File: src/rtl/param_cpu_if.sv
// Bus bundle for param_cpu: program-load port, run control, status flags and
// the valid/ready result port. The master side drives the program and control
// inputs and consumes results. The slave side is the CPU.
interface param_cpu_if #(
    parameter int DATA_W     = 4,
    parameter int IMEM_DEPTH = 16
);
    localparam int PC_W    = (IMEM_DEPTH > 1) ? $clog2(IMEM_DEPTH) : 1;
    localparam int INSTR_W = 4 + DATA_W;

    logic               prog_we;
    logic [PC_W-1:0]    prog_addr;
    logic [INSTR_W-1:0] prog_data;
    logic               start;
    logic [DATA_W-1:0]  out_data;
    logic               out_valid;
    logic               out_ready;
    logic               busy;
    logic               halt;

    modport master (
        output prog_we, prog_addr, prog_data, start, out_ready,
        input  out_data, out_valid, busy, halt
    );

    modport slave (
        input  prog_we, prog_addr, prog_data, start, out_ready,
        output out_data, out_valid, busy, halt
    );
endinterface

File: src/rtl/param_cpu.sv
// param_cpu: parametrised two-register accumulator CPU.
// The program is loaded through the bus while the CPU is not busy. Each instruction
// takes a FETCH cycle and an EXEC cycle. OUT parks the core in WAIT_OUT until the
// sink takes the value. HLT parks it until the next start.
module param_cpu #(
    parameter int DATA_W     = 4,
    parameter int IMEM_DEPTH = 16
) (
    input  logic        clk,
    input  logic        reset,
    param_cpu_if.slave  bus
);
    localparam int PC_W    = (IMEM_DEPTH > 1) ? $clog2(IMEM_DEPTH) : 1;
    localparam int INSTR_W = 4 + DATA_W;

    localparam logic [PC_W-1:0] LAST_PC   = PC_W'(IMEM_DEPTH - 1);
    localparam logic [PC_W:0]   DEPTH_PC  = (PC_W + 1)'(IMEM_DEPTH);
    localparam logic [DATA_W:0] DEPTH_FLD = (DATA_W + 1)'(IMEM_DEPTH);

    localparam logic [3:0] OP_LDI0 = 4'b0000;
    localparam logic [3:0] OP_LDI1 = 4'b0001;
    localparam logic [3:0] OP_ALU  = 4'b0010;
    localparam logic [3:0] OP_MOV  = 4'b0011;
    localparam logic [3:0] OP_JMP  = 4'b0100;
    localparam logic [3:0] OP_JZ   = 4'b0101;
    localparam logic [3:0] OP_JC   = 4'b0110;
    localparam logic [3:0] OP_OUT  = 4'b0111;
    localparam logic [3:0] OP_HLT  = 4'b1111;

    typedef enum logic [2:0] {
        S_IDLE,
        S_FETCH,
        S_EXEC,
        S_WAIT_OUT,
        S_HALT
    } state_t;

    state_t             r_state;
    logic [PC_W-1:0]    r_pc;
    logic [INSTR_W-1:0] r_instr;
    logic [DATA_W-1:0]  r_r0;
    logic [DATA_W-1:0]  r_r1;
    logic               r_c;
    logic               r_z;
    logic [DATA_W-1:0]  r_out_data;
    logic               r_out_valid;
    logic               r_busy;
    logic               r_halt;
    logic [INSTR_W-1:0] r_imem [IMEM_DEPTH];

    logic [3:0]         w_op;
    logic [DATA_W-1:0]  w_fld;
    logic [PC_W-1:0]    w_pc_inc;
    logic [PC_W-1:0]    w_jmp_tgt;
    logic [DATA_W:0]    w_alu;
    logic               w_wr_ok;

    // ALU result with the carry/borrow flag in the top bit. Results wrap modulo 2**DATA_W.
    function automatic logic [DATA_W:0] alu_f(
        input logic [2:0]        fn,
        input logic [DATA_W-1:0] a,
        input logic [DATA_W-1:0] b
    );
        logic [DATA_W:0] r;
        case (fn)
            3'b000:  r = {1'b0, a} + {1'b0, b};
            3'b001:  r = {(a < b), a - b};
            3'b010:  r = {1'b0, a & b};
            3'b011:  r = {1'b0, a | b};
            3'b100:  r = {1'b0, a ^ b};
            3'b101:  r = {a[DATA_W-1], a << 1};
            3'b110:  r = {a[0], a >> 1};
            default: r = {1'b0, ~a};
        endcase
        return r;
    endfunction

    assign w_op      = r_instr[INSTR_W-1 -: 4];
    assign w_fld     = r_instr[DATA_W-1:0];
    // The increment wraps explicitly so that depths which are not a power of two also work.
    assign w_pc_inc  = (r_pc == LAST_PC) ? '0 : r_pc + PC_W'(1);
    // A jump target outside the program memory restarts the program from 0.
    assign w_jmp_tgt = ({1'b0, w_fld} >= DEPTH_FLD) ? '0 : w_fld[PC_W-1:0];
    assign w_alu     = alu_f(w_fld[2:0], r_r0, r_r1);
    assign w_wr_ok   = bus.prog_we && !r_busy && ({1'b0, bus.prog_addr} < DEPTH_PC);

    assign bus.out_data  = r_out_data;
    assign bus.out_valid = r_out_valid;
    assign bus.busy      = r_busy;
    assign bus.halt      = r_halt;

    // Program memory write port. Memory contents are deliberately kept across reset.
    always_ff @(posedge clk) begin
        if (w_wr_ok) begin
            r_imem[bus.prog_addr] <= bus.prog_data;
        end
    end

    // Control FSM together with the datapath registers and the registered outputs.
    always_ff @(posedge clk or posedge reset) begin
        if (reset) begin
            r_state     <= S_IDLE;
            r_pc        <= '0;
            r_instr     <= '0;
            r_r0        <= '0;
            r_r1        <= '0;
            r_c         <= 1'b0;
            r_z         <= 1'b0;
            r_out_data  <= '0;
            r_out_valid <= 1'b0;
            r_busy      <= 1'b0;
            r_halt      <= 1'b0;
        end else begin
            case (r_state)
                S_IDLE, S_HALT: begin
                    if (bus.start) begin
                        r_state <= S_FETCH;
                        r_pc    <= '0;
                        r_busy  <= 1'b1;
                        r_halt  <= 1'b0;
                    end
                end
                S_FETCH: begin
                    r_instr <= r_imem[r_pc];
                    r_state <= S_EXEC;
                end
                S_EXEC: begin
                    r_state <= S_FETCH;
                    r_pc    <= w_pc_inc;
                    case (w_op)
                        OP_LDI0: r_r0 <= w_fld;
                        OP_LDI1: r_r1 <= w_fld;
                        OP_MOV:  r_r1 <= r_r0;
                        OP_ALU: begin
                            r_r0 <= w_alu[DATA_W-1:0];
                            r_c  <= w_alu[DATA_W];
                            r_z  <= (w_alu[DATA_W-1:0] == '0);
                        end
                        OP_JMP: r_pc <= w_jmp_tgt;
                        OP_JZ: begin
                            if (r_z) r_pc <= w_jmp_tgt;
                        end
                        OP_JC: begin
                            if (r_c) r_pc <= w_jmp_tgt;
                        end
                        OP_OUT: begin
                            // pc advances only once the sink has taken the value.
                            r_pc        <= r_pc;
                            r_out_data  <= r_r0;
                            r_out_valid <= 1'b1;
                            r_state     <= S_WAIT_OUT;
                        end
                        OP_HLT: begin
                            r_pc    <= r_pc;
                            r_halt  <= 1'b1;
                            r_busy  <= 1'b0;
                            r_state <= S_HALT;
                        end
                        default: ;
                    endcase
                end
                S_WAIT_OUT: begin
                    if (r_out_valid && bus.out_ready) begin
                        r_out_valid <= 1'b0;
                        r_pc        <= w_pc_inc;
                        r_state     <= S_FETCH;
                    end
                end
                default: r_state <= S_IDLE;
            endcase
        end
    end
endmodule
File: src/flat_wrapper.sv
// flat-port wrapper written by rule: the top's interface ports become plain ports
module param_cpu_flat 
#(
    parameter int DATA_W     = 4,
    parameter int IMEM_DEPTH = 16
)
  (clk, reset, bus_prog_we, bus_prog_addr, bus_prog_data, bus_start, bus_out_ready, bus_out_data, bus_out_valid, bus_busy, bus_halt);
  param_cpu_if #(.DATA_W(DATA_W), .IMEM_DEPTH(IMEM_DEPTH)) bus_i ();
  input  logic clk;
  input  logic reset;
  input wire logic [$bits(bus_i.prog_we)-1:0] bus_prog_we;
  input wire logic [$bits(bus_i.prog_addr)-1:0] bus_prog_addr;
  input wire logic [$bits(bus_i.prog_data)-1:0] bus_prog_data;
  input wire logic [$bits(bus_i.start)-1:0] bus_start;
  input wire logic [$bits(bus_i.out_ready)-1:0] bus_out_ready;
  output wire logic [$bits(bus_i.out_data)-1:0] bus_out_data;
  output wire logic [$bits(bus_i.out_valid)-1:0] bus_out_valid;
  output wire logic [$bits(bus_i.busy)-1:0] bus_busy;
  output wire logic [$bits(bus_i.halt)-1:0] bus_halt;
  assign bus_i.prog_we = bus_prog_we;
  assign bus_i.prog_addr = bus_prog_addr;
  assign bus_i.prog_data = bus_prog_data;
  assign bus_i.start = bus_start;
  assign bus_i.out_ready = bus_out_ready;
  assign bus_out_data = bus_i.out_data;
  assign bus_out_valid = bus_i.out_valid;
  assign bus_busy = bus_i.busy;
  assign bus_halt = bus_i.halt;
  param_cpu #(.DATA_W(DATA_W), .IMEM_DEPTH(IMEM_DEPTH)) u_core (.clk(clk), .reset(reset), .bus(bus_i));
endmodule
File: config.mk
export PLATFORM = sky130hd
export DESIGN_NAME = param_cpu_flat
export DESIGN_NICKNAME = d
export VERILOG_FILES = /design/src/rtl/param_cpu_if.sv /design/src/rtl/param_cpu.sv /design/src/flat_wrapper.sv
export SDC_FILE = /design/constraint.sdc
export NUM_CORES = 1
export LEC_CHECK = 0
export ABC_AREA = 1
export CORE_MARGIN = 2
export CORE_UTILIZATION = 30
export CTS_CLUSTER_SIZE = 24
export DETAILED_ROUTE_END_ITERATION = 16
export PLACE_DENSITY_LB_ADDON = 0.25
export SLEW_MARGIN = 15
export SYNTH_ARGS = -nofsm -noshare
export SYNTH_HDL_FRONTEND = slang
export SYNTH_SLANG_ARGS = --single-unit
File: constraint.sdc
create_clock -name clk -period 4.1 [get_ports clk]
set_input_delay 0.82 -clock clk [delete_from_list [all_inputs] [get_ports clk]]
set_output_delay 0.82 -clock clk [all_outputs]
set_load 0.005 [all_outputs]
==> impl_table.tex <==
\begin{tabular}{lr}
\hline
Metric & Value \\
\hline
\multicolumn{2}{l}{\textbf{Worst setup path}} \\
\quad Startpoint type of the worst setup path & input port \\
\quad CP Class & input port to flop \\
\quad Kind of capture point of the worst setup path & flop \\
\quad Worst setup endpoint & u\_core.r\_imem[12][2] \\
\quad CP most frequent cell & sky130\_fd\_sc\_hd\_\_nor2\_1 \\
\quad Critical Path RT & 4.16 ns \\
\quad Critical path fanouts, max & 8 \\
\quad Slowest cell on crit path & sky130\_fd\_sc\_hd\_\_nor2\_1 \\
\quad Ordered list of cells on the worst path & clkdlybuf4s50\_1 -> inv\_1 -> nor2\_1 -> nand3\_1 -> nor2\_1 \\
\quad Worst stage delay on the critical path & 0.62 ns \\
\quad Startpoint of the worst-slack reg-to-reg timing path & u\_core.r\_pc[2] \\
\quad Worst Reg2Reg Path Length in Cells & 5 \\
\quad Data arrival, critical path & 2.60 ns \\
\quad Terminus of the critical flop-to-flop path & u\_core.r\_instr[2] \\
\quad Setup slack of the worst register-to-register path & 1.70 ns \\
\quad Source of the critical timing path & bus\_prog\_we \\
\multicolumn{2}{l}{\textbf{Global routing}} \\
\quad Via count of the first global-routing pass & 5292 \\
\quad Antenna violations before repair & 0 \\
\quad First-pass GRT wire length & 29700 microns \\
\quad GRT Util Overall & 15.2\% \\
\quad Remaining Overflow, GRT & 0 \\
\quad Pin count of the biggest net entering global routing & 68 \\
\multicolumn{2}{l}{\textbf{Detailed routing}} \\
\quad Total length of routed wires & 18700 microns \\
\quad Post-DR wirelength/cell & 17.2 microns \\
\quad Remaining antenna violation count & 0 \\
\quad First-pass iteration count of the detailed router & 5 \\
\quad Met1 Wirelength & 8360 microns \\
\quad DR vias/cell & 4.83 \\
\quad Vias & 5252 \\
\quad Max layer used & met4 \\
\quad Met2 wirelength from detailed routing & 9360 microns \\
\quad Routed wl met3 & 742 microns \\
\quad Iteration-0 DRC Markers & 436 \\
\quad Remaining DRCs & 0 \\
\multicolumn{2}{l}{\textbf{Worst hold path}} \\
\quad Worst Hold Class & flop to flop \\
\multicolumn{2}{l}{\textbf{Timing}} \\
\quad Fin Clk Skew & 0.0131 ns \\
\quad Pins over their slew limit & 0 \\
\quad Share of the cycle needed by the critical path after routing & 62.1\% \\
\quad Unrepaired setup endpoints after global routing & no \\
\quad TNS Setup & 0 ns \\
\quad Max\_slew headroom & 30.4\% \\
\quad Min Clock Period, post-route & 2.54 ns \\
\quad Top achievable clock speed & 393 MHz \\
\quad Count of final setup violators & 0 \\
\quad Final hold violations & 0 \\
\quad Transition time at the pin with the least slew margin & 1.04 ns \\
\multicolumn{2}{l}{\textbf{Clocking}} \\
\quad Number of clock buffers inserted by TritonCTS & 17 \\
\quad Clock-pin slew of the registers on the worst-case setup and hold paths & 0.07 ns \\
\quad Skew-Pair Late Insertion Delay & 0.43 ns \\
\quad Clk buf depth & 2 \\
\quad TritonCTS clock tree & done \\
\quad Total of hold buffers inserted after clock tree synthesis & 0 \\
\quad Maximum level of the CTS H-tree & 4 \\
\quad Post-cts sizing count & 0 \\
\quad Root buffer cell & sky130\_fd\_sc\_hd\_\_clkbuf\_16 \\
\quad Clock net sink count & 160 \\
\quad Post CTS Setup Buffer Count & 0 \\
\multicolumn{2}{l}{\textbf{Synth}} \\
\quad Most numerous cell in the Yosys netlist & sky130\_fd\_sc\_hd\_\_nand2\_1 \\
\quad Seq/Total Area, Yosys & 62.8\% \\
\quad Number of distinct library cell variants in the gate-level netlist after synthesis & 31 \\
\quad Top cell type's share of synthesized area & 52.0\% \\
\quad Post-Syn Nets & 768 \\
\quad Area of the mapped netlist & 0.00739 sq mm \\
\quad Most area-consuming cells after synthesis & sky130\_fd\_sc\_hd\_\_edfxtp\_1 52\%, sky130\_fd\_sc\_hd\_\_dfrtp\_1 11\%, sky130\_fd\_sc\_hd\_\_nand2\_1 7.7\% \\
\quad Post-synth top area cell & sky130\_fd\_sc\_hd\_\_edfxtp\_1 \\
\quad Yosys Warn Count & 0 \\
\quad Post-Synthesis Cells & 736 \\
\quad Proportion of register bits with asynchronous set or reset after synthesis & 20.0\% \\
\quad Mean instance size in the synthesized netlist & 10.0 sq um \\
\quad Register bit total from synthesis & 160 \\
\quad Post-synth top cells & 151 x sky130\_fd\_sc\_hd\_\_nand2\_1, 128 x sky130\_fd\_sc\_hd\_\_edfxtp\_1, 99 x sky130\_fd\_sc\_hd\_\_nor2\_1 \\
\quad Dominant register cell in the synthesized netlist & sky130\_fd\_sc\_hd\_\_edfxtp\_1 \\
\quad EDFF count, synth & 128 \\
\multicolumn{2}{l}{\textbf{Layout}} \\
\quad Multi-input gate area & 0.00237 sq mm \\
\quad Antenna Cells & 0 \\
\quad Number of nets in the layout & 783 \\
\quad Count of filler cells inserted in the layout & 2474 \\
\quad Total area of sequential cells & 0.00465 sq mm \\
\quad Synth-to-Final Area Change & 15.1\% \\
\quad Share of final-layout standard cells stronger than drive strength 1 & 7.33\% \\
\multicolumn{2}{l}{\textbf{Placed design}} \\
\quad Final RePlAce weighted congestion & 0.831 \\
\quad DPL Wire Length & 12200 microns \\
\quad Port-buffer cells & 23 \\
\multicolumn{2}{l}{\textbf{Floorplanning}} \\
\quad Std-Cell Rows & 57 \\
\quad Initial cell density of the core & 30.5\% \\
\quad Die width & 161 microns \\
\quad Std-Cell Core Area & 0.0242 sq mm \\
\quad Count of boundary I/O pins & 24 \\
\quad Floorplan die area & 0.0259 sq mm \\
\quad Die Y & 161 microns \\
\multicolumn{2}{l}{\textbf{Flow run}} \\
\quad Maxcap violations & 0 \\
\multicolumn{2}{l}{\textbf{Power and ir drop}} \\
\quad Static power due to leakage & 3.20 nW \\
\quad Max IR drop VDD & 0.336 mV \\
\quad Sum of internal, switching and leakage power & 5.81 mW \\
\quad Power density over cell area & 683 mW/mm\^{}2 \\
\multicolumn{2}{l}{\textbf{Outcome}} \\
\quad Status & completed \\
\hline
\end{tabular}
power breakdown:
part | internal, mW | switching (mW)
Sequential | 1.90 | 0.193
Clock | 0.982 | 0.690
Combinational | 0.642 | 1.40
Total | 3.53 | 2.29
cells in the final DEF (no fill, tap or decap), types with 6 or more instances in the layout:
cell type / n
sky130_fd_sc_hd__o21ai_0: 68
sky130_fd_sc_hd__clkdlybuf4s50_1: 23
sky130_fd_sc_hd__ha_1: 13
sky130_fd_sc_hd__nand2_1: 151
sky130_fd_sc_hd__inv_2: 7
sky130_fd_sc_hd__o21ai_1: 23
sky130_fd_sc_hd__nand4_1: 14
sky130_fd_sc_hd__inv_1: 45
sky130_fd_sc_hd__nand3_1: 75
sky130_fd_sc_hd__nor2_1: 99
sky130_fd_sc_hd__o22ai_1: 6
sky130_fd_sc_hd__edfxtp_1: 128
sky130_fd_sc_hd__clkbuf_16: 17
sky130_fd_sc_hd__dfrtp_1: 31
sky130_fd_sc_hd__inv_6: 6
sky130_fd_sc_hd__a21oi_1: 12
kinds of logic (layout without fill, tap and decap cells):
kind of cell             after synthesis  after routing  synth area share, %
AND/OR/NAND/NOR                      361            361                 21.3
flip-flops                           160            160                 62.8
AO/OA/AOI/OAI                        114            114                 7.99
buffers and inverters                 86            114                 5.15
adder cells (fa/ha/maj)               15             15                 2.74
how the worst min path moves through the flow:
stage / from / to / slack [ns] / cells after the start
global placement: u_core.r_z / u_core.r_z / 0.47 / 2
detailed placement: u_core.r_z / u_core.r_z / 0.48 / 2
global route: u_core.bus.out_data[3] / u_core.bus.out_data[3] / 0.52 / 2
finish: u_core.bus.out_data[1] / u_core.bus.out_data[1] / 0.49 / 2
floorplan: u_core.r_z / u_core.r_z / 0.45 / 2
CTS: u_core.bus.out_data[3] / u_core.bus.out_data[3] / 0.50 / 2
layer usage:
layer  vias up  track usage, %
met2       122            26.3
li1       2560               -
met5         -               0
met4         0            4.34
met3        25            2.93
met1      2545            19.5
cell type report:
type / count / share of cell area [%]
sequential: 160 / 54.6
timing repair buffer: 27 / 3.06
tap: 324 / 4.76
multi-input combinational: 490 / 27.8
inverter: 55 / 2.46
clock inverter: 14 / 2.28
clock buffer: 18 / 5.04
registers in the layout, summed over array words and instances, names as in the netlist:
| name | flops |
|---|---|
| u_core.r_imem | 128 |
| u_core.r_instr | 8 |
| u_core.bus.out_data | 4 |
| u_core.r_pc | 4 |
| u_core.r_r0 | 4 |
| u_core.r_r1 | 4 |
| u_core.r_state | 3 |
| u_core.bus.busy | 1 |
| u_core.bus.halt | 1 |
| u_core.bus.out_valid | 1 |
| u_core.r_c | 1 |
| u_core.r_z | 1 |
worst max-delay path: cells and delay by family:
family	cells	cell delay, ns
buf+inv	2	0.49
simple gates	3	1.28
metrics by stage:
step                      cells  hold slack [ns]  instance area [sq um]  util (%)  setup slack [ns]
after floorplan             736            0.449                   7390         -              2.18
after global placement     1056            0.473                   7890      32.5              1.10
after detailed placement   1056            0.476                   7890      32.5              1.03
after CTS                  1088            0.499                   8510      35.1              1.48
after global routing       1088            0.520                   8510      35.1              1.46
final                      1088            0.495                   8510      35.1              1.56
Power figures use the tool's default switching activity.
